`config.mk`:
```
export PLATFORM = sky130hd
export DESIGN_NAME = instr_encoder
export DESIGN_NICKNAME = d
export VERILOG_FILES = /design/src/rtl/instr_encoder_pkg.sv /design/src/rtl/instr_encoder_packer.sv /design/src/rtl/instr_encoder.sv
export SDC_FILE = /design/constraint.sdc
export NUM_CORES = 1
export LEC_CHECK = 0
export CORE_UTILIZATION = 30
export CTS_CLUSTER_SIZE = 8
export DETAILED_ROUTE_END_ITERATION = 8
export PLACE_DENSITY_LB_ADDON = 0.1
export SLEW_MARGIN = 30
export SYNTH_ARGS = -nofsm -noshare
export SYNTH_HDL_FRONTEND = slang
export SYNTH_SLANG_ARGS = --single-unit
```
`constraint.sdc`:
```
create_clock -name clk -period 3.6 [get_ports clk]
set_input_delay 0.9 -clock clk [delete_from_list [all_inputs] [get_ports clk]]
set_output_delay 0.9 -clock clk [all_outputs]
set_load 0.03 [all_outputs]
```
`src/rtl/instr_encoder_pkg.sv`:
```
// Shared RV32I encoder constants: opcodes, descriptor class codes, FSM states
// and the signed range helper used by the legality checks.
package instr_encoder_pkg;

    localparam logic [6:0] OP_LOAD  = 7'b0000011;
    localparam logic [6:0] OP_STORE = 7'b0100011;
    localparam logic [6:0] OP_RTYPE = 7'b0110011;
    localparam logic [6:0] OP_ITYPE = 7'b0010011;
    localparam logic [6:0] OP_BEQ   = 7'b1100011;
    localparam logic [6:0] OP_JAL   = 7'b1101111;

    typedef enum logic [2:0] {
        CLS_LOAD  = 3'd0,
        CLS_STORE = 3'd1,
        CLS_RTYPE = 3'd2,
        CLS_ITYPE = 3'd3,
        CLS_BEQ   = 3'd4,
        CLS_JAL   = 3'd5
    } instr_class_e;

    typedef enum logic [1:0] {
        ST_IDLE  = 2'd0,
        ST_WRITE = 2'd1,
        ST_DONE  = 2'd2
    } enc_state_e;

    // Immediates are two's-complement, so compare them as signed values.
    function automatic logic imm_in_range(input logic [31:0] v, input int lo, input int hi);
        return ($signed(v) >= lo) && ($signed(v) <= hi);
    endfunction

endpackage

```
`src/rtl/instr_encoder_packer.sv`:
```
// Combinational descriptor-to-machine-word packer; also reports whether the
// descriptor fits the chosen format.
module instr_encoder_packer
    import instr_encoder_pkg::*;
(
    input  logic [2:0]  cls_i,
    input  logic [2:0]  funct3_i,
    input  logic        funct7b5_i,
    input  logic [4:0]  rd_i,
    input  logic [4:0]  rs1_i,
    input  logic [4:0]  rs2_i,
    input  logic [31:0] imm_i,
    output logic [31:0] word_o,
    output logic        legal_o
);

    logic       is_shift;
    logic [6:0] funct7;

    assign is_shift = (funct3_i == 3'b001) || (funct3_i == 3'b101);
    assign funct7   = {1'b0, funct7b5_i, 5'b00000};

    always_comb begin
        word_o  = '0;
        legal_o = 1'b0;
        case (cls_i)
            CLS_LOAD: begin
                word_o  = {imm_i[11:0], rs1_i, funct3_i, rd_i, OP_LOAD};
                legal_o = imm_in_range(imm_i, -2048, 2047);
            end
            CLS_STORE: begin
                word_o  = {imm_i[11:5], rs2_i, rs1_i, funct3_i, imm_i[4:0], OP_STORE};
                legal_o = imm_in_range(imm_i, -2048, 2047);
            end
            CLS_RTYPE: begin
                word_o  = {funct7, rs2_i, rs1_i, funct3_i, rd_i, OP_RTYPE};
                legal_o = 1'b1;
            end
            CLS_ITYPE: begin
                // Shifts reuse the funct7 slot and carry a 5-bit shift amount.
                if (is_shift) begin
                    word_o  = {funct7, imm_i[4:0], rs1_i, funct3_i, rd_i, OP_ITYPE};
                    legal_o = imm_in_range(imm_i, 0, 31);
                end else begin
                    word_o  = {imm_i[11:0], rs1_i, funct3_i, rd_i, OP_ITYPE};
                    legal_o = imm_in_range(imm_i, -2048, 2047);
                end
            end
            CLS_BEQ: begin
                word_o  = {imm_i[12], imm_i[10:5], rs2_i, rs1_i, funct3_i,
                           imm_i[4:1], imm_i[11], OP_BEQ};
                legal_o = imm_in_range(imm_i, -4096, 4094) && !imm_i[0];
            end
            CLS_JAL: begin
                word_o  = {imm_i[20], imm_i[10:1], imm_i[11], imm_i[19:12], rd_i, OP_JAL};
                legal_o = imm_in_range(imm_i, -1048576, 1048574) && !imm_i[0];
            end
            default: begin
                word_o  = '0;
                legal_o = 1'b0;
            end
        endcase
    end

endmodule

```
`src/rtl/instr_encoder.sv`:
```
// Instruction-memory loader: accepts field-level descriptors, packs them and
// writes one word every two cycles to consecutive addresses from BASE_ADDR.
module instr_encoder
    import instr_encoder_pkg::*;
#(
    parameter logic [31:0] BASE_ADDR = 32'h0000_0000,
    parameter int          DEPTH     = 64,
    localparam int         CW        = $clog2(DEPTH) + 1
) (
    input  logic          clk,
    input  logic          reset,
    input  logic          clear,
    input  logic          in_valid,
    output logic          in_ready,
    input  logic [2:0]    in_class,
    input  logic [2:0]    in_funct3,
    input  logic          in_funct7b5,
    input  logic [4:0]    in_rd,
    input  logic [4:0]    in_rs1,
    input  logic [4:0]    in_rs2,
    input  logic [31:0]   in_imm,
    input  logic          in_last,
    output logic          imem_we,
    output logic [31:0]   imem_addr,
    output logic [31:0]   imem_wdata,
    output logic [CW-1:0] count,
    output logic          err,
    output logic          done,
    output logic [1:0]    dbg_state
);

    // Handshake: a descriptor transfers on a rising edge where in_valid and
    // in_ready are both high; in_ready is registered and never depends on in_valid.

    enc_state_e    state_q;
    logic          in_ready_q;
    logic          we_q;
    logic [31:0]   addr_q;
    logic [31:0]   wdata_q;
    logic [CW-1:0] count_q;
    logic [CW-1:0] count_d;
    logic [31:0]   addr_d;
    logic          err_q;
    logic          done_q;
    logic          last_q;

    logic [31:0]   pk_word;
    logic          pk_legal;

    instr_encoder_packer u_packer (
        .cls_i      (in_class),
        .funct3_i   (in_funct3),
        .funct7b5_i (in_funct7b5),
        .rd_i       (in_rd),
        .rs1_i      (in_rs1),
        .rs2_i      (in_rs2),
        .imm_i      (in_imm),
        .word_o     (pk_word),
        .legal_o    (pk_legal)
    );

    assign count_d = count_q + CW'(1);
    assign addr_d  = BASE_ADDR + (32'(count_q) << 2);

    always_ff @(posedge clk) begin
        if (reset) begin
            state_q    <= ST_IDLE;
            in_ready_q <= 1'b0;
            we_q       <= 1'b0;
            addr_q     <= BASE_ADDR;
            wdata_q    <= '0;
            count_q    <= '0;
            err_q      <= 1'b0;
            done_q     <= 1'b0;
            last_q     <= 1'b0;
        end else if (clear) begin
            state_q    <= ST_IDLE;
            in_ready_q <= 1'b1;
            we_q       <= 1'b0;
            addr_q     <= BASE_ADDR;
            wdata_q    <= '0;
            count_q    <= '0;
            err_q      <= 1'b0;
            done_q     <= 1'b0;
            last_q     <= 1'b0;
        end else begin
            case (state_q)
                ST_IDLE: begin
                    if (in_valid && in_ready_q) begin
                        last_q <= in_last;
                        if (pk_legal) begin
                            state_q    <= ST_WRITE;
                            in_ready_q <= 1'b0;
                            we_q       <= 1'b1;
                            addr_q     <= addr_d;
                            wdata_q    <= pk_word;
                        end else begin
                            // Rejected descriptors consume no slot but may still end the session.
                            err_q <= 1'b1;
                            if (in_last) begin
                                state_q    <= ST_DONE;
                                in_ready_q <= 1'b0;
                                done_q     <= 1'b1;
                            end
                        end
                    end else begin
                        in_ready_q <= 1'b1;
                    end
                end
                ST_WRITE: begin
                    we_q    <= 1'b0;
                    count_q <= count_d;
                    if (last_q || (count_d == CW'(DEPTH))) begin
                        state_q    <= ST_DONE;
                        in_ready_q <= 1'b0;
                        done_q     <= 1'b1;
                    end else begin
                        state_q    <= ST_IDLE;
                        in_ready_q <= 1'b1;
                    end
                end
                ST_DONE: begin
                    in_ready_q <= 1'b0;
                    done_q     <= 1'b1;
                end
                default: begin
                    state_q    <= ST_IDLE;
                    in_ready_q <= 1'b0;
                end
            endcase
        end
    end

    // A restart or reset during the write cycle must keep the pending word out of memory.
    assign imem_we    = we_q & ~clear & ~reset;
    assign in_ready   = in_ready_q;
    assign imem_addr  = addr_q;
    assign imem_wdata = wdata_q;
    assign count      = count_q;
    assign err        = err_q;
    assign done       = done_q;
    assign dbg_state  = state_q;

endmodule

```
---- After elaboration in Yosys (flattened, before gate mapping) ----
Index checks and enable logic that the tools add are counted.
word-level totals
  bits in registers ....................... 53
  latch bits .............................. 0
  RAM bits ................................ 0
  bits in read-only memories .............. 0
  bits of input ports ..................... 59
  output and inout port bits .............. 77
  logic and storage cells ................. 86
  memories ................................ 0
operators by class
  add/subtract/negate cells ............... 1
  multipliers ............................. 0
  divide/modulo/power cells ............... 0
  $lt $le $gt $ge ......................... 8
  equality and inequality tests ........... 17
  shift operators ......................... 0
  multiplexer cells ....................... 23
  bitwise gates (word level) .............. 6
  reductions and logical operators ........ 22
operator list
  cell                                                                                number
  32-bit case mux with 6 select lines                                                 1
  32-bit by 1-bit >= comparator with 1-bit output, second input constant              1
  32-bit by 12-bit >= comparator with 1-bit output, second input constant             1
  32-bit by 13-bit >= comparator with 1-bit output, second input constant             1
  32-bit by 21-bit >= comparator with 1-bit output, second input constant             1
  32-bit by 12-bit less-or-equal comparator with 1-bit output, second input constant  1
  32-bit by 13-bit less-or-equal comparator with 1-bit output, second input constant  1
  32-bit by 21-bit less-or-equal comparator with 1-bit output, second input constant  1
  32-bit by 6-bit less-or-equal comparator with 1-bit output, second input constant   1
  32-bit 2-to-1 mux                                                                   1
  1-bit 2-to-1 mux                                                                    12
  3-bit AND reduction                                                                 4
  2-bit inequality test, second input constant                                        5
  3-bit == test, second input constant                                                3
  2-bit 2-to-1 mux                                                                    4
  7-bit by 1-bit adder with 7-bit output, second input constant                       1
  7-bit == test, second input constant                                                1
  1-bit logical AND                                                                   7
  3-bit by 1-bit == test with 1-bit output, second input constant                     2
  3-bit by 2-bit == test with 1-bit output, second input constant                     2
  2-bit case mux with 3 select lines                                                  1
  5-bit inequality test, second input constant                                        1
  1-bit case mux with 5 select lines                                                  1
  5-bit AND reduction                                                                 1
  15 further kinds                                                                    22

---- Logic depth before layout (Yosys ltp) ----
  depth after elaboration ................. 8
  depth in mapped cells ................... 9
  depth with buffers taken out ............ 6

---- Cells and area by module ----
From an unflattened synthesis, not the netlist that was laid out.
second synthesis, totals
  cell total of the unflattened synthesis .. 396
  area total of the unflattened synthesis .. 3061.7 um2
modules (own cells, without submodules)
  module                times used  cells an instance  area each (um2)  seq. area each (um2)
  instr_encoder         1           277                2287.2           1061.0
  instr_encoder_packer  1           119                774.5            0.0

---- Worst setup path after synthesis ----
No wires, ideal clock.
  path kind ............................... in2reg
  start point ............................. input in_class[0]
  end point ............................... register wdata_q[24] (netlist: imem_wdata[24])
  setup time .............................. 119 ps
  arrival ................................. 2722 ps
  required time ........................... 3481 ps
  setup slack ............................. 759 ps
  stages .................................. 9
  path buffers ............................ 3
  path through ............................ buf_4 or4b_1 or4_1 o31ai_1 and3b_2 o31ai_1 buf_6 buf_6 mux2i_1
between the ends
  word-level cells in the longest chain between the ends .. 4
  elaborated cells between the ends (all ways) .. 10
  those cells by class .................... eq/ne: 5; mux: 2; reduce/logical: 3
RTL lines
  what                                                                         line                        RTL
  start: declaration                                                           instr_encoder.sv:15         input logic [2:0] in_class,
  3-bit by 1-bit == test with 1-bit output or 3-bit zero test (tied branches)  instr_encoder_packer.sv:26  case (cls_i)
  2-bit OR reduction (no source line)                                          -
  1-bit case mux with 5 select lines                                           instr_encoder_packer.sv:26
  3-bit AND reduction (no source line)                                         -
  end signal: assignment                                                       instr_encoder.sv:96         wdata_q <= pk_word;
  end: declaration                                                             instr_encoder.sv:39         logic [31:0] wdata_q;
Several ways; a longest one is shown, not always the timed one.
A chain may end at the register's enable or synchronous reset.

---- Final worst setup path ----
  start point ............................. input in_class[0]
  end point ............................... register wdata_q[8] (netlist: imem_wdata[8])
The elaborated chain is that of the path after synthesis.

==> results <==
- Power spread over the standard cell area amounts to ~270 mW/mm2.
- The number of search-and-repair iterations in the first detailed-routing pass is 4.
- The normalized max-slew margin is 0.488.
- In this run the horizontal extent of the chip is 103 um.
- The detailed-route wire length per cell is roughly 14 um.
- The area share of the largest cell type after synthesis is 0.332.
- Entering global routing, the biggest net connects just under 70 pins.
- The floorplan has 36 rows.
- The main combinational cell family by area after synthesis is simple AND/OR/NAND/NOR gates.
- The clock transition at the registers of the reported paths is 0.09 ns.
- The multi-input logic area is roughly 0.0018 mm2.
- The number of global-route vias before repair is between 2000 and 3000.
- Setup total negative slack on the finished layout was measured at 0 ns.
- Port buffering added 110 buffers.
- Of the total synthesized cell area, the portion taken by XOR and XNOR cells is 0.0114.
- The placed wire-length estimate is 6.67 mm.
- The clock tree from TritonCTS is built.
- After floorplanning, the core was sized to cover 0.00986 mm2.
- The required time of the worst setup path is roughly 3.8 ns.
- Traced cell by cell, the critical path runs through clkdlybuf4s50_1, buf_4, a21oi_1, or3b_2, o22ai_1, o31ai_4, buf_4, mux2i_1.
- The startpoint of the tightest hold check path is err$_SDFFE_PP0P_.
- The flow ran to the end, and the final reports show no timing, DRC or antenna violations.
- Summing all non-filler instances in the final layout gives an area of between 0.004 and 0.005 mm2.
- The via density per instance is approximately 4.9.
- The mapped netlist covers 0.00308 mm2.
- The repair_antennas step left the layout with diodes totalling 0.
- The number of failing hold endpoints at the final stage came to 0.
- The post-CTS setup-driven buffer insertion count is 0.
- The largest incremental delay on the critical path is 0.50 ns.
- The worst register-to-register path ends at done$_SDFFE_PP0P_.
- After the first detailed-routing iteration, the DRC count stood at ~120.
- For this run, the total global-route usage over all layers was measured as 0.167.
- sky130_fd_sc_hd__dfxtp_1 takes more of the synthesized area than any other cell.
- The total count of max-transition violations in the final report is 0.
- On the critical path, the stage with the largest delay is an instance of sky130_fd_sc_hd__or3b_2.
- The cell at the root of the clock tree is sky130_fd_sc_hd__clkbuf_8.
- The number of antenna-violating nets in the routed design is 0.
- Once placement finished, the instance area stood at between 0.004 and 0.005 mm2.
- The area of all sequential standard cells is around 0.001 mm2.
- The count of maximum capacitance violations is 0.
- Setup slack on the worst reg-to-reg path comes out at around 1.7 ns.
- After synthesis, the cell types taking the most area are sky130_fd_sc_hd__dfxtp_1, sky130_fd_sc_hd__mux2i_1, sky130_fd_sc_hd__nand2_1, sky130_fd_sc_hd__buf_4, sky130_fd_sc_hd__a21oi_1.
- The synthesized area per cell is between 8 and 9 um2.
- IR analysis of the VDD net gives a maximum drop of 0.155 mV.
- The CTS H-tree depth is 2.
- In the synthesized netlist the async set-or-reset flop fraction comes to 0.
- The number of synthesized register bits is 51.
- The final standard cell count with taps included and fillers excluded is 617.
- Once placement completed, the tool counted placed cells totaling about 610.
- The power after layout is 1.17 mW.
- The share of the synthesized area in compound gates (AO/OA/AOI/OAI) came to 0.167.
- After clock tree synthesis, the repair step resized 0 gates.
- The fraction of the mapped netlist area in simple logic gates is 0.221.
- The worst min-delay path class is reg -> reg.
- The vertical die dimension is approximately 100 um.
- The synthesized design contains 0 enable-type register cells.
- The standby leakage power is 1.65 nW.
- The critical path launch point type is a primary input.
- For this design, the sink count on the clock tree is approximately 50.
- The worst hold path endpoint is err$_SDFFE_PP0P_.
- The worst reg2reg path depth is 6.
- The wire length of the first global-routing pass is 13.8 mm.
- The netlist uses between 40 and 50 different library cells.
- Setup repair after global routing left no endpoint under its margin.
- The cell depth of the worst min-delay path is 2.
- The peak fanout along the critical path is 34.
- On the final layout, the worst clock skew is 0.00840 ns.
- The fraction of synthesized area in multiplexers is 0.150.
- The fraction of final layout cells with drive strength greater than 1 is 0.0496.
- The worst setup path is of the in -> reg kind.
- The post-synthesis cell count is roughly 380.
- The number of antenna violations at the first check in global routing is 0.
- sky130_fd_sc_hd__nand2_1 is the most common cell in the netlist.
- For the worst setup path, the data arrival time is ~3.3 ns.
- Compared with the post-synthesis result, the final layout area differs by 40.2%.
- STA classifies the critical path endpoint as a flip-flop.
- The clock period minus final worst setup slack is approximately 3.2 ns.
- The global placer's final weighted congestion is 0.838.
- The fill cell total of the finished layout is a little over 1000.
- The final setup violation count is 0.
- The period utilization is 0.876.
- The starting utilization of the core area is 0.312.
- The clock latency reported for the late side of the worst-skew pair is approximately 0.30 ns.
- Summed over all layers, the routed wires come to roughly 9 mm.
- In the synthesized netlist, the cells that appear most often are sky130_fd_sc_hd__nand2_1, sky130_fd_sc_hd__dfxtp_1, sky130_fd_sc_hd__mux2i_1, sky130_fd_sc_hd__buf_4, sky130_fd_sc_hd__a21oi_1.
- Of the total synthesized cell area, the portion taken by full adders, half adders and majority gates is 0.00407.
- The measured slew at the worst slew-check pin is ~0.76 ns.
- The number of buffers on the longest clock path is 2.
- For this run, the leading register cell type out of synthesis is sky130_fd_sc_hd__dfxtp_1.
- The floorplan die area is 0.0107 mm2.
- The synthesis warning total is 0.
- The routed via count is between 3000 and 4000.
- The number of buffers created by CTS is 5.
- In this run, post-CTS hold repair placed 0 buffers.
- In the routed design, unresolved DRC markers number 0.
- The number of nets in the finished design is about 540.
- Derived from the worst setup path, the maximum achievable clock frequency is ~0.32 GHz.
- The most frequent cell on the critical path is sky130_fd_sc_hd__buf_4.
- The share of the yosys chip area belonging to registers is 0.332.
- The total grt overflow is 0.
- The count of boundary I/O pins is around 140.
- The startpoint of the most critical register-to-register path is count[3]$_SDFFE_PP0P_.
-- layout make-up --
type	instances	area share
clock buffer	7	0.0200
clock inverter	1	0.00203
inverter	7	0.00609
multi-input combinational	298	0.421
sequential	51	0.237
tap	133	0.0386
timing repair buffer	120	0.275
-- worst max-delay path, delay by kind of cell --
kind / cells / cell delay [ns]
AOI/OAI and AO/OA: 3 / 0.65
muxes: 1 / 0.16
buffers and inverters: 3 / 1.10
and+or+nand+nor: 1 / 0.50
-- cell families (layout without fill, tap and decap cells) --
family / after synthesis / count (layout)
and+or+nand+nor: 145 / 145
AOI/OAI and AO/OA: 77 / 77
buffers and inverters: 57 / 135
DFF: 51 / 51
muxes: 46 / 46
xor gates and xnor gates: 4 / 4
adders and majority gates: 1 / 1
other: 1 / 25
-- flip-flops by register name, indices dropped and copies added, names as in the netlist --
signal / count
dbg_state: 2
count: 7
last_q: 1
err: 1
we_q: 1
imem_wdata: 30
imem_addr: 7
in_ready: 1
done: 1
-- routing by layer --
metal	up-vias	track usage	wire length (um)
li1	1510	-	-
met1	1379	0.230	4240
met2	113	0.264	3840
met3	15	0.0383	609
met4	0	0.0423	114
met5	-	0	0
-- cells in the final DEF (no fill, tap or decap), types with 7 or more instances in the layout --
cell                              netlist  routed
sky130_fd_sc_hd__conb_1                 1      25
sky130_fd_sc_hd__a22oi_1                8       8
sky130_fd_sc_hd__nor2_1                18      17
sky130_fd_sc_hd__o22ai_1                7       7
sky130_fd_sc_hd__nand2_1               76      76
sky130_fd_sc_hd__nand4_1                9       9
sky130_fd_sc_hd__buf_4                 29      10
sky130_fd_sc_hd__mux2i_1               45      45
sky130_fd_sc_hd__nand3_1                7       7
sky130_fd_sc_hd__clkdlybuf4s50_1        0     109
sky130_fd_sc_hd__dfxtp_1               51      51
sky130_fd_sc_hd__inv_1                  7       7
sky130_fd_sc_hd__a21oi_1               24      24
sky130_fd_sc_hd__o2bb2ai_1             10      10
sky130_fd_sc_hd__o21ai_0                8       8
-- worst max path at each step --
stage | start | end | slack (ns) | cells past startpoint
finish | in_class[0] | imem_wdata[8]$_SDFFE_PP0P_ | 0.45 | 8
global route | in_class[0] | imem_wdata[9]$_SDFFE_PP0P_ | 0.28 | 8
CTS | in_class[0] | imem_wdata[8]$_SDFFE_PP0P_ | 0.47 | 8
detailed placement | in_class[0] | imem_wdata[8]$_SDFFE_PP0P_ | 0.15 | 8
global placement | in_imm[9] | imem_wdata[16]$_SDFFE_PP0P_ | 0.21 | 8
floorplan | in_class[0] | imem_wdata[24]$_SDFFE_PP0P_ | 0.76 | 9
-- per-stage QoR --
step | utilization | hold slack (ns) | setup WS [ns]
finish | 0.437 | 0.452 | 0.446
floorplan | - | 0.443 | 0.759
global route | 0.437 | 0.478 | 0.284
detailed placement | 0.427 | 0.445 | 0.154
CTS | 0.437 | 0.460 | 0.469
global placement | 0.427 | 0.438 | 0.209
-- where the power goes --
group	total, mW	switching (mW)	internal [mW]
clock network	0.346	0.188	0.158
registers	0.570	0.00227	0.568
logic	0.254	0.145	0.109
total	1.17	0.335	0.835
No activity file was read; power rests on OpenSTA's default activity.
